### src/rtl/ccff_loader_if.sv
// Word-stream handshake between the bitstream source and the ccff loader.
interface ccff_loader_if #(
  parameter int WORD_W = 32
);
  logic [WORD_W-1:0] s_data;
  logic              s_valid;
  logic              s_ready;

  modport master (output s_data, output s_valid, input s_ready);
  modport slave  (input s_data, input s_valid, output s_ready);
endinterface

### src/rtl/ccff_loader.sv
// Serializes a word stream into the fabric configuration chain and measures
// chain length with a single-pulse integrity check.
module ccff_loader #(
  parameter int CHAIN_LEN    = 29647,
  parameter int WORD_W       = 32,
  parameter int CNT_W        = 16,
  parameter int CHECK_MARGIN = 8
) (
  input  logic             prog_clk,
  input  logic             pReset,
  input  logic             start_load,
  input  logic             start_check,
  ccff_loader_if.slave     s_if,
  output logic             ccff_head,
  output logic             ccff_clk_en,
  input  logic             ccff_tail,
  output logic             busy,
  output logic             config_done,
  output logic             check_pass,
  output logic             check_fail,
  output logic [CNT_W-1:0] bit_count
);

  localparam int WB_W = $clog2(WORD_W + 1);
  localparam logic [CNT_W-1:0] LEN_C     = CNT_W'(CHAIN_LEN);
  localparam logic [CNT_W-1:0] TMO_C     = CNT_W'(CHAIN_LEN + CHECK_MARGIN);
  localparam logic [WB_W-1:0]  WORD_LAST = WB_W'(WORD_W - 1);

  typedef enum logic [2:0] {IDLE, LD_WAIT, LD_SHIFT, CHK, DONE} state_t;

  state_t              state_q;
  logic [WORD_W-1:0]   word_q;
  logic [WB_W-1:0]     wbit_q;
  logic [CNT_W-1:0]    bit_count_q;
  logic [CNT_W-1:0]    cnt_inc_d;
  logic                s_ready_q;
  logic                head_q;
  logic                clk_en_q;
  logic                busy_q;
  logic                done_q;
  logic                pass_q;
  logic                fail_q;

  assign cnt_inc_d = bit_count_q + CNT_W'(1);

  always_ff @(posedge prog_clk or negedge pReset) begin
    if (!pReset) begin
      state_q     <= IDLE;
      word_q      <= '0;
      wbit_q      <= '0;
      bit_count_q <= '0;
      s_ready_q   <= 1'b0;
      head_q      <= 1'b0;
      clk_en_q    <= 1'b0;
      busy_q      <= 1'b0;
      done_q      <= 1'b0;
      pass_q      <= 1'b0;
      fail_q      <= 1'b0;
    end else begin
      case (state_q)
        IDLE, DONE: begin
          if (start_load || start_check) begin
            bit_count_q <= '0;
            done_q      <= 1'b0;
            pass_q      <= 1'b0;
            fail_q      <= 1'b0;
            busy_q      <= 1'b1;
            if (start_load) begin
              state_q   <= LD_WAIT;
              s_ready_q <= 1'b1;
            end else begin
              // The check pulse goes out on the very first enabled cycle.
              state_q  <= CHK;
              clk_en_q <= 1'b1;
              head_q   <= 1'b1;
            end
          end
        end

        LD_WAIT: begin
          if (s_if.s_valid) begin
            word_q    <= s_if.s_data >> 1;
            head_q    <= s_if.s_data[0];
            wbit_q    <= '0;
            clk_en_q  <= 1'b1;
            s_ready_q <= 1'b0;
            state_q   <= LD_SHIFT;
          end
        end

        LD_SHIFT: begin
          bit_count_q <= cnt_inc_d;
          if (cnt_inc_d == LEN_C) begin
            // Remaining MSBs of the final word are dropped here.
            state_q  <= DONE;
            clk_en_q <= 1'b0;
            head_q   <= 1'b0;
            busy_q   <= 1'b0;
            done_q   <= 1'b1;
          end else if (wbit_q == WORD_LAST) begin
            state_q   <= LD_WAIT;
            clk_en_q  <= 1'b0;
            head_q    <= 1'b0;
            s_ready_q <= 1'b1;
          end else begin
            head_q <= word_q[0];
            word_q <= word_q >> 1;
            wbit_q <= wbit_q + WB_W'(1);
          end
        end

        CHK: begin
          if (ccff_tail) begin
            // Arrival count is the number of shifts already completed.
            pass_q   <= (bit_count_q == LEN_C);
            fail_q   <= (bit_count_q != LEN_C);
            state_q  <= DONE;
            clk_en_q <= 1'b0;
            head_q   <= 1'b0;
            busy_q   <= 1'b0;
          end else begin
            bit_count_q <= cnt_inc_d;
            head_q      <= 1'b0;
            if (cnt_inc_d == TMO_C) begin
              fail_q   <= 1'b1;
              state_q  <= DONE;
              clk_en_q <= 1'b0;
              busy_q   <= 1'b0;
            end
          end
        end

        default: state_q <= IDLE;
      endcase
    end
  end

  assign s_if.s_ready = s_ready_q;
  assign ccff_head    = head_q;
  assign ccff_clk_en  = clk_en_q;
  assign busy         = busy_q;
  assign config_done  = done_q;
  assign check_pass   = pass_q;
  assign check_fail   = fail_q;
  assign bit_count    = bit_count_q;

endmodule

### src/flat_wrapper.sv
// flat-port wrapper written by rule: the top's interface ports become plain ports
module ccff_loader_flat 
#(
  parameter int CHAIN_LEN    = 29647,
  parameter int WORD_W       = 32,
  parameter int CNT_W        = 16,
  parameter int CHECK_MARGIN = 8
)
  (prog_clk, pReset, start_load, start_check, ccff_head, ccff_clk_en, ccff_tail, busy, config_done, check_pass, check_fail, bit_count, s_if_s_data, s_if_s_valid, s_if_s_ready);
  ccff_loader_if #(.WORD_W(WORD_W)) s_if_i ();
  input  logic prog_clk;
  input  logic pReset;
  input  logic start_load;
  input  logic start_check;
  output logic ccff_head;
  output logic ccff_clk_en;
  input  logic ccff_tail;
  output logic busy;
  output logic config_done;
  output logic check_pass;
  output logic check_fail;
  output logic [CNT_W-1:0] bit_count;
  input wire logic [$bits(s_if_i.s_data)-1:0] s_if_s_data;
  input wire logic [$bits(s_if_i.s_valid)-1:0] s_if_s_valid;
  output wire logic [$bits(s_if_i.s_ready)-1:0] s_if_s_ready;
  assign s_if_i.s_data = s_if_s_data;
  assign s_if_i.s_valid = s_if_s_valid;
  assign s_if_s_ready = s_if_i.s_ready;
  ccff_loader #(.CHAIN_LEN(CHAIN_LEN), .WORD_W(WORD_W), .CNT_W(CNT_W), .CHECK_MARGIN(CHECK_MARGIN)) u_core (.prog_clk(prog_clk), .pReset(pReset), .start_load(start_load), .start_check(start_check), .s_if(s_if_i), .ccff_head(ccff_head), .ccff_clk_en(ccff_clk_en), .ccff_tail(ccff_tail), .busy(busy), .config_done(config_done), .check_pass(check_pass), .check_fail(check_fail), .bit_count(bit_count));
endmodule
### config.mk
export PLATFORM = sky130hd
export DESIGN_NAME = ccff_loader_flat
export DESIGN_NICKNAME = d
export VERILOG_FILES = /design/src/rtl/ccff_loader_if.sv /design/src/rtl/ccff_loader.sv /design/src/flat_wrapper.sv
export SDC_FILE = /design/constraint.sdc
export NUM_CORES = 1
export LEC_CHECK = 0
export ABC_CLOCK_PERIOD_IN_PS = 3500
export CAP_MARGIN = 0
export CORE_ASPECT_RATIO = 0.8
export CORE_MARGIN = 1.5
export CORE_UTILIZATION = 51
export CTS_CLUSTER_SIZE = 40
export DETAILED_ROUTE_END_ITERATION = 10
export PLACE_DENSITY_LB_ADDON = 0.3
export SLEW_MARGIN = 5
export SYNTH_ARGS = -nofsm -noshare
export SYNTH_HDL_FRONTEND = slang
export SYNTH_SLANG_ARGS = --single-unit
### constraint.sdc
create_clock -name prog_clk -period 3.5 [get_ports prog_clk]
set_clock_uncertainty 0.2 [all_clocks]
set_input_delay 0.35 -clock prog_clk [delete_from_list [all_inputs] [get_ports prog_clk]]
set_output_delay 0.35 -clock prog_clk [all_outputs]
set_load 0.005 [all_outputs]
After elaboration in Yosys (flattened, before gate mapping)
Index checks and enable logic that the tools add are counted. W data, S select, Z words.

Register bits after elaboration: 64. Memories kept: 0. RAM bits: 0. Bits in read-only memories: 0. Latch bits: 0. Word-level logic and storage cells: 101. Output and inout bits: 23.

Bitwise gates (word level): 0. Reduce and logical (&&, ||, !) cells: 19. Multiply operators: 0. Shift-type cells: 0. Div/mod/pow operators: 0. Equality and inequality tests: 21. $add $sub $neg: 2. Magnitude comparators: 0. Multiplexer cells: 48.

Operators by type and width (count): $mux W32 (3); $pmux W32 S2 (1); $eq A16 B15 Y1 const B (3); $pmux W16 S3 (1); $mux W16 (2); $mux W1 (22); $mux W3 (6); $mux W6 (3); $add A16 B1 Y16 const B (1); $ne A16 B15 Y1 const B (1); $reduce_and A4 Y1 (4); $ne A2 B2 Y1 const B (7); $pmux W3 S4 (1); $pmux W6 S2 (1); $reduce_and A3 Y1 (4); $reduce_and A6 Y1 (2); $pmux W1 S4 (2); $add A6 B1 Y6 const B (1); $eq A3 B2 Y1 const B (2); $eq A6 B5 Y1 const B (1); $ne A2 B1 Y1 const B (3); $pmux W1 S2 (3); $pmux W1 S3 (2); $reduce_bool A2 Y1 (3); other kinds (10) (11).

Longest topological paths before layout
Depth after elaboration: 5. Gate-level depth with buffers: 10.

Least setup slack after synthesis
No wires, ideal clock.

Path type: register -> register. Start point: reg u_core.bit_count_q[0], in the netlist u_core.bit_count[0]. End point: reg u_core.word_q[10]. Arrival: 2.495 ns. Slack: 0.682 ns. Setup time: 0.123 ns. Cell stages (with the launch flop): 10. Period minus slack after synthesis: 2.818 ns. Path buffers: 2. Path through: dfrtp_1 -> ha_1 -> nand3_2 -> or4_4 -> a221oi_2 -> and3_1 -> buf_6 -> o21ai_4 -> buf_6 -> o221a_1.

Cells in the longest elaborated chain, start to end: 4.

RTL lines: from (decl) (RTL line ccff_loader.sv:34) `logic [CNT_W-1:0] bit_count_q;`; from (signal assigned) (RTL line ccff_loader.sv:92) `bit_count_q <= cnt_inc_d;`; from (signal assigned) (RTL line ccff_loader.sv:122) `bit_count_q <= cnt_inc_d;`; $add A16 B1 Y16 (RTL line ccff_loader.sv:44) `assign cnt_inc_d = bit_count_q + CNT_W'(1);`; $eq A16 B15 Y1 (RTL line ccff_loader.sv:93) `if (cnt_inc_d == LEN_C) begin`; $ne A2 B2 Y1 (no source line); $reduce_and A4 Y1 (no source line); to (signal assigned) (RTL line ccff_loader.sv:82) `word_q <= s_if.s_data >> 1;`; to (signal assigned) (RTL line ccff_loader.sv:107) `word_q <= word_q >> 1;`; to (decl) (RTL line ccff_loader.sv:32) `logic [WORD_W-1:0] word_q;`.

No other way between the ends. A chain may end at the register's enable or synchronous reset.

Worst setup path after layout
Start point: reg u_core.bit_count_q[0], in the netlist u_core.bit_count[0]. End point: reg u_core.word_q[26].

The elaborated chain is that of the path after synthesis.

==> flow_summary.json <==
{
  "grt_pass1_vias": 3055,
  "max_stage_delay_ns": 0.56,
  "cts-htree-levels": 3,
  "synth_seq_cells": 63,
  "p_total_mw": 3.85,
  "finalSetupViolations": 0,
  "slew_headroom": 0.342,
  "reg2reg_to": "u_core.word_q[26]$_DFFE_PN0P_",
  "start_kind": "flop",
  "path_cells": "ha_1, nand3_2, or4_4, a221oi_2, nand3_2, nand2_1, buf_4, o221a_1",
  "io_pins": 61,
  "status": "completed",
  "track_usage": 0.246,
  "met3_usage": 0.0579,
  "postCtsHoldBufs": 1,
  "cpMaxStageDelayCell": "or4_4",
  "maxCapViolCount": 0,
  "cts_setup_buffers": 0,
  "post-place-cells": 540,
  "multi_input_area_um2": 1850,
  "cts_buffer_depth": 2,
  "slew_violations": 0,
  "power_density_nw_per_um2": 862,
  "cp.required_ns": 3.59,
  "cts-root-buf": "clkbuf_8",
  "fillers": 600,
  "ff2ff_setup_slack_ns": 0.33,
  "diodes": 0,
  "synth_top_cell_by_area": "dfrtp_1",
  "drc_errors": 0,
  "row_count": 27,
  "tritoncts": "yes",
  "vias": 3367,
  "hp-class": "primary input to async pin",
  "avgSynthCellArea_um2": 8.68,
  "period_share": 0.906,
  "numCtsBuffers": 9,
  "critPathBufInv": 1,
  "cts_resized": 0,
  "yosysMostFrequentCell": "nor2_1",
  "syn_inst": 414,
  "final_antenna_net_count": 0,
  "fin_nets": 506,
  "synth-edff-count": 0,
  "synth.distinct_cells": 49,
  "grt_util_met2": 0.340,
  "p_leak_nw": 1.75,
  "cp-end-kind": "flop",
  "grt_pass1_wl_mm": 15.0,
  "die_x_um": 96.9,
  "core_area_um2": 6860,
  "synth.cells.most_frequent": "nor2_1 (82), dfrtp_1 (63), a21oi_1 (48)",
  "grt_overflow_total": 0,
  "rr_worst_depth": 8,
  "dr.pass1.iters": 5,
  "cp.arrival_ns": 3.26,
  "synth_top_area_frac": 0.439,
  "ys_async_sr_fraction": 1.00,
  "yosys_most_used_dff": "dfrtp_1",
  "worstSkewPairLatency_ns": 0.35,
  "path_common_cell": "nand3_2",
  "avgViaCountPerCell": 6.04,
  "fp.dieArea_um2": 7560,
  "yosysWarnings": 0,
  "clk_transition_reported_paths_ns": 0.08,
  "max-vdd-ir-drop_mv": 0.414,
  "syn_nets": 455,
  "finalHoldViolCount": 0,
  "grt_most_used_layer": "met1",
  "synthTopCellsByArea": "dfrtp_1 (44%), nor2_1 (8.6%), o221a_1 (8.5%)",
  "drive_gt1_frac": 0.0851,
  "r2r_start": "u_core.bit_count[0]$_DFFE_PN0P_",
  "regArea_um2": 1580,
  "first_iter_violations": 356,
  "routed_wl_mm": 8.79,
  "yosysSeqAreaShare": 0.439,
  "fmax_mhz": 315,
  "drt-wirelength-per-cell_um": 15.8,
  "instances_no_fill": 557,
  "place_hpwl_mm": 5.84,
  "whs_ns": 0.294,
  "min_period_ns": 3.17,
  "grt_max_degree": 65,
  "portBuffers": 60,
  "path_max_fanout": 30,
  "netlist_area_um2": 3590,
  "finalSetupTns_ns": 0,
  "cts_num_sinks": 63,
  "initial_core_util": 0.524,
  "path_class": "flop to flop",
  "rsz0062_at_grt": "false",
  "dieHeight_um": 78.1,
  "met1_usage": 0.374,
  "area_delta_synth_final_pct": 24.1,
  "cpLargestDelayFamily": "simple AND/OR/NAND/NOR gates",
  "antenna_found_initial": 0,
  "globalplace.congestion": 0.906,
  "worst_slew_pin_slew_ns": 0.984
}
==> worst max path at each step <==
stage                               startpoint                             to  depth (start not counted)
2_1_floorplan  u_core.bit_count[0]$_DFFE_PN0P_  u_core.word_q[10]$_DFFE_PN0P_                          9
3_3_place_gp   u_core.bit_count[0]$_DFFE_PN0P_   u_core.word_q[2]$_DFFE_PN0P_                          8
3_5_place_dp   u_core.bit_count[0]$_DFFE_PN0P_  u_core.word_q[15]$_DFFE_PN0P_                          8
4_1_cts        u_core.bit_count[0]$_DFFE_PN0P_   u_core.word_q[6]$_DFFE_PN0P_                          8
5_1_grt        u_core.bit_count[0]$_DFFE_PN0P_   u_core.word_q[4]$_DFFE_PN0P_                          8
6_report       u_core.bit_count[0]$_DFFE_PN0P_  u_core.word_q[26]$_DFFE_PN0P_                          8
==> registers in the layout (all words and copies together), names as in the netlist <==
name / count
u_core.s_if.s_ready: 1
u_core.ccff_head: 1
u_core.word_q: 31
u_core.config_done: 1
u_core.check_pass: 1
u_core.check_fail: 1
u_core.ccff_clk_en: 1
u_core.state_q: 3
u_core.busy: 1
u_core.bit_count: 16
u_core.wbit_q: 6
==> metrics by stage <==
step           instance area (um2)   util  setup slack [ns]
2_1_floorplan                 3590      -             0.682
3_3_place_gp                  4220  0.616             0.519
3_5_place_dp                  4220  0.616             0.392
4_1_cts                       4460  0.650             0.376
5_1_grt                       4460  0.650            0.0669
6_report                      4460  0.650             0.330
==> worst reg2reg max path, delay by kind of cell, from the launching register on <==
| family | cells | cell delay (ns) |
|---|---|---|
| and+or+nand+nor | 4 | 1.21 |
| DFF | 1 | 0.46 |
| adders and majority gates | 1 | 0.32 |
| buffers and inverters | 1 | 0.32 |
| AOI/OAI and AO/OA | 2 | 0.60 |
==> where the power goes <==
part	internal [mW]	leakage [nW]	switching, mW
logic	0.812	0.854	0.987
clock network	0.411	0.115	0.324
registers	1.02	0.785	0.296
total	2.24	1.75	1.61
==> cells by family after synthesis <==
kind of cell / share of synthesized area
adder cells (fa/ha/maj): 0.0104
XOR/XNOR: 0.00731
flip-flops: 0.439
multiplexers: 0.00592
AND/OR/NAND/NOR: 0.200
AO/OA/AOI/OAI: 0.287
buffers and inverters: 0.0501
==> layer usage <==
layer,up-vias,wire length [um]
met5,-,0
met2,117,3790
met4,0,113
met1,1606,4340
li1,1634,-
met3,10,552
==> placed cells by master (no fill, tap or decap), drive strengths merged, types with 2 or more instances in the layout <==
cell type / instances
clkbuf: 9
nand4: 9
nand2b: 2
o31ai: 7
and3: 4
nand3b: 2
ha: 3
xnor2: 2
nor3: 6
a311oi: 2
buf: 10
a31oi: 7
dfrtp: 63
or3: 2
a21oi: 48
clkdlybuf4s50: 59
nand2: 32
o21ai: 38
clkinv: 2
bufinv: 2
a32o: 2
inv: 10
o21a: 3
nand3: 10
a32oi: 2
or4: 2
o221a: 30
nor2: 83
nor4: 3
==> layout make-up <==
cell class,count,area share
clock buffer,9,0.0278
clock inverter,7,0.0233
inverter,7,0.00589
multi-input combinational,314,0.414
sequential,63,0.353
tap,87,0.0244
timing repair buffer,70,0.151
No activity file was read; power rests on OpenSTA's default activity.
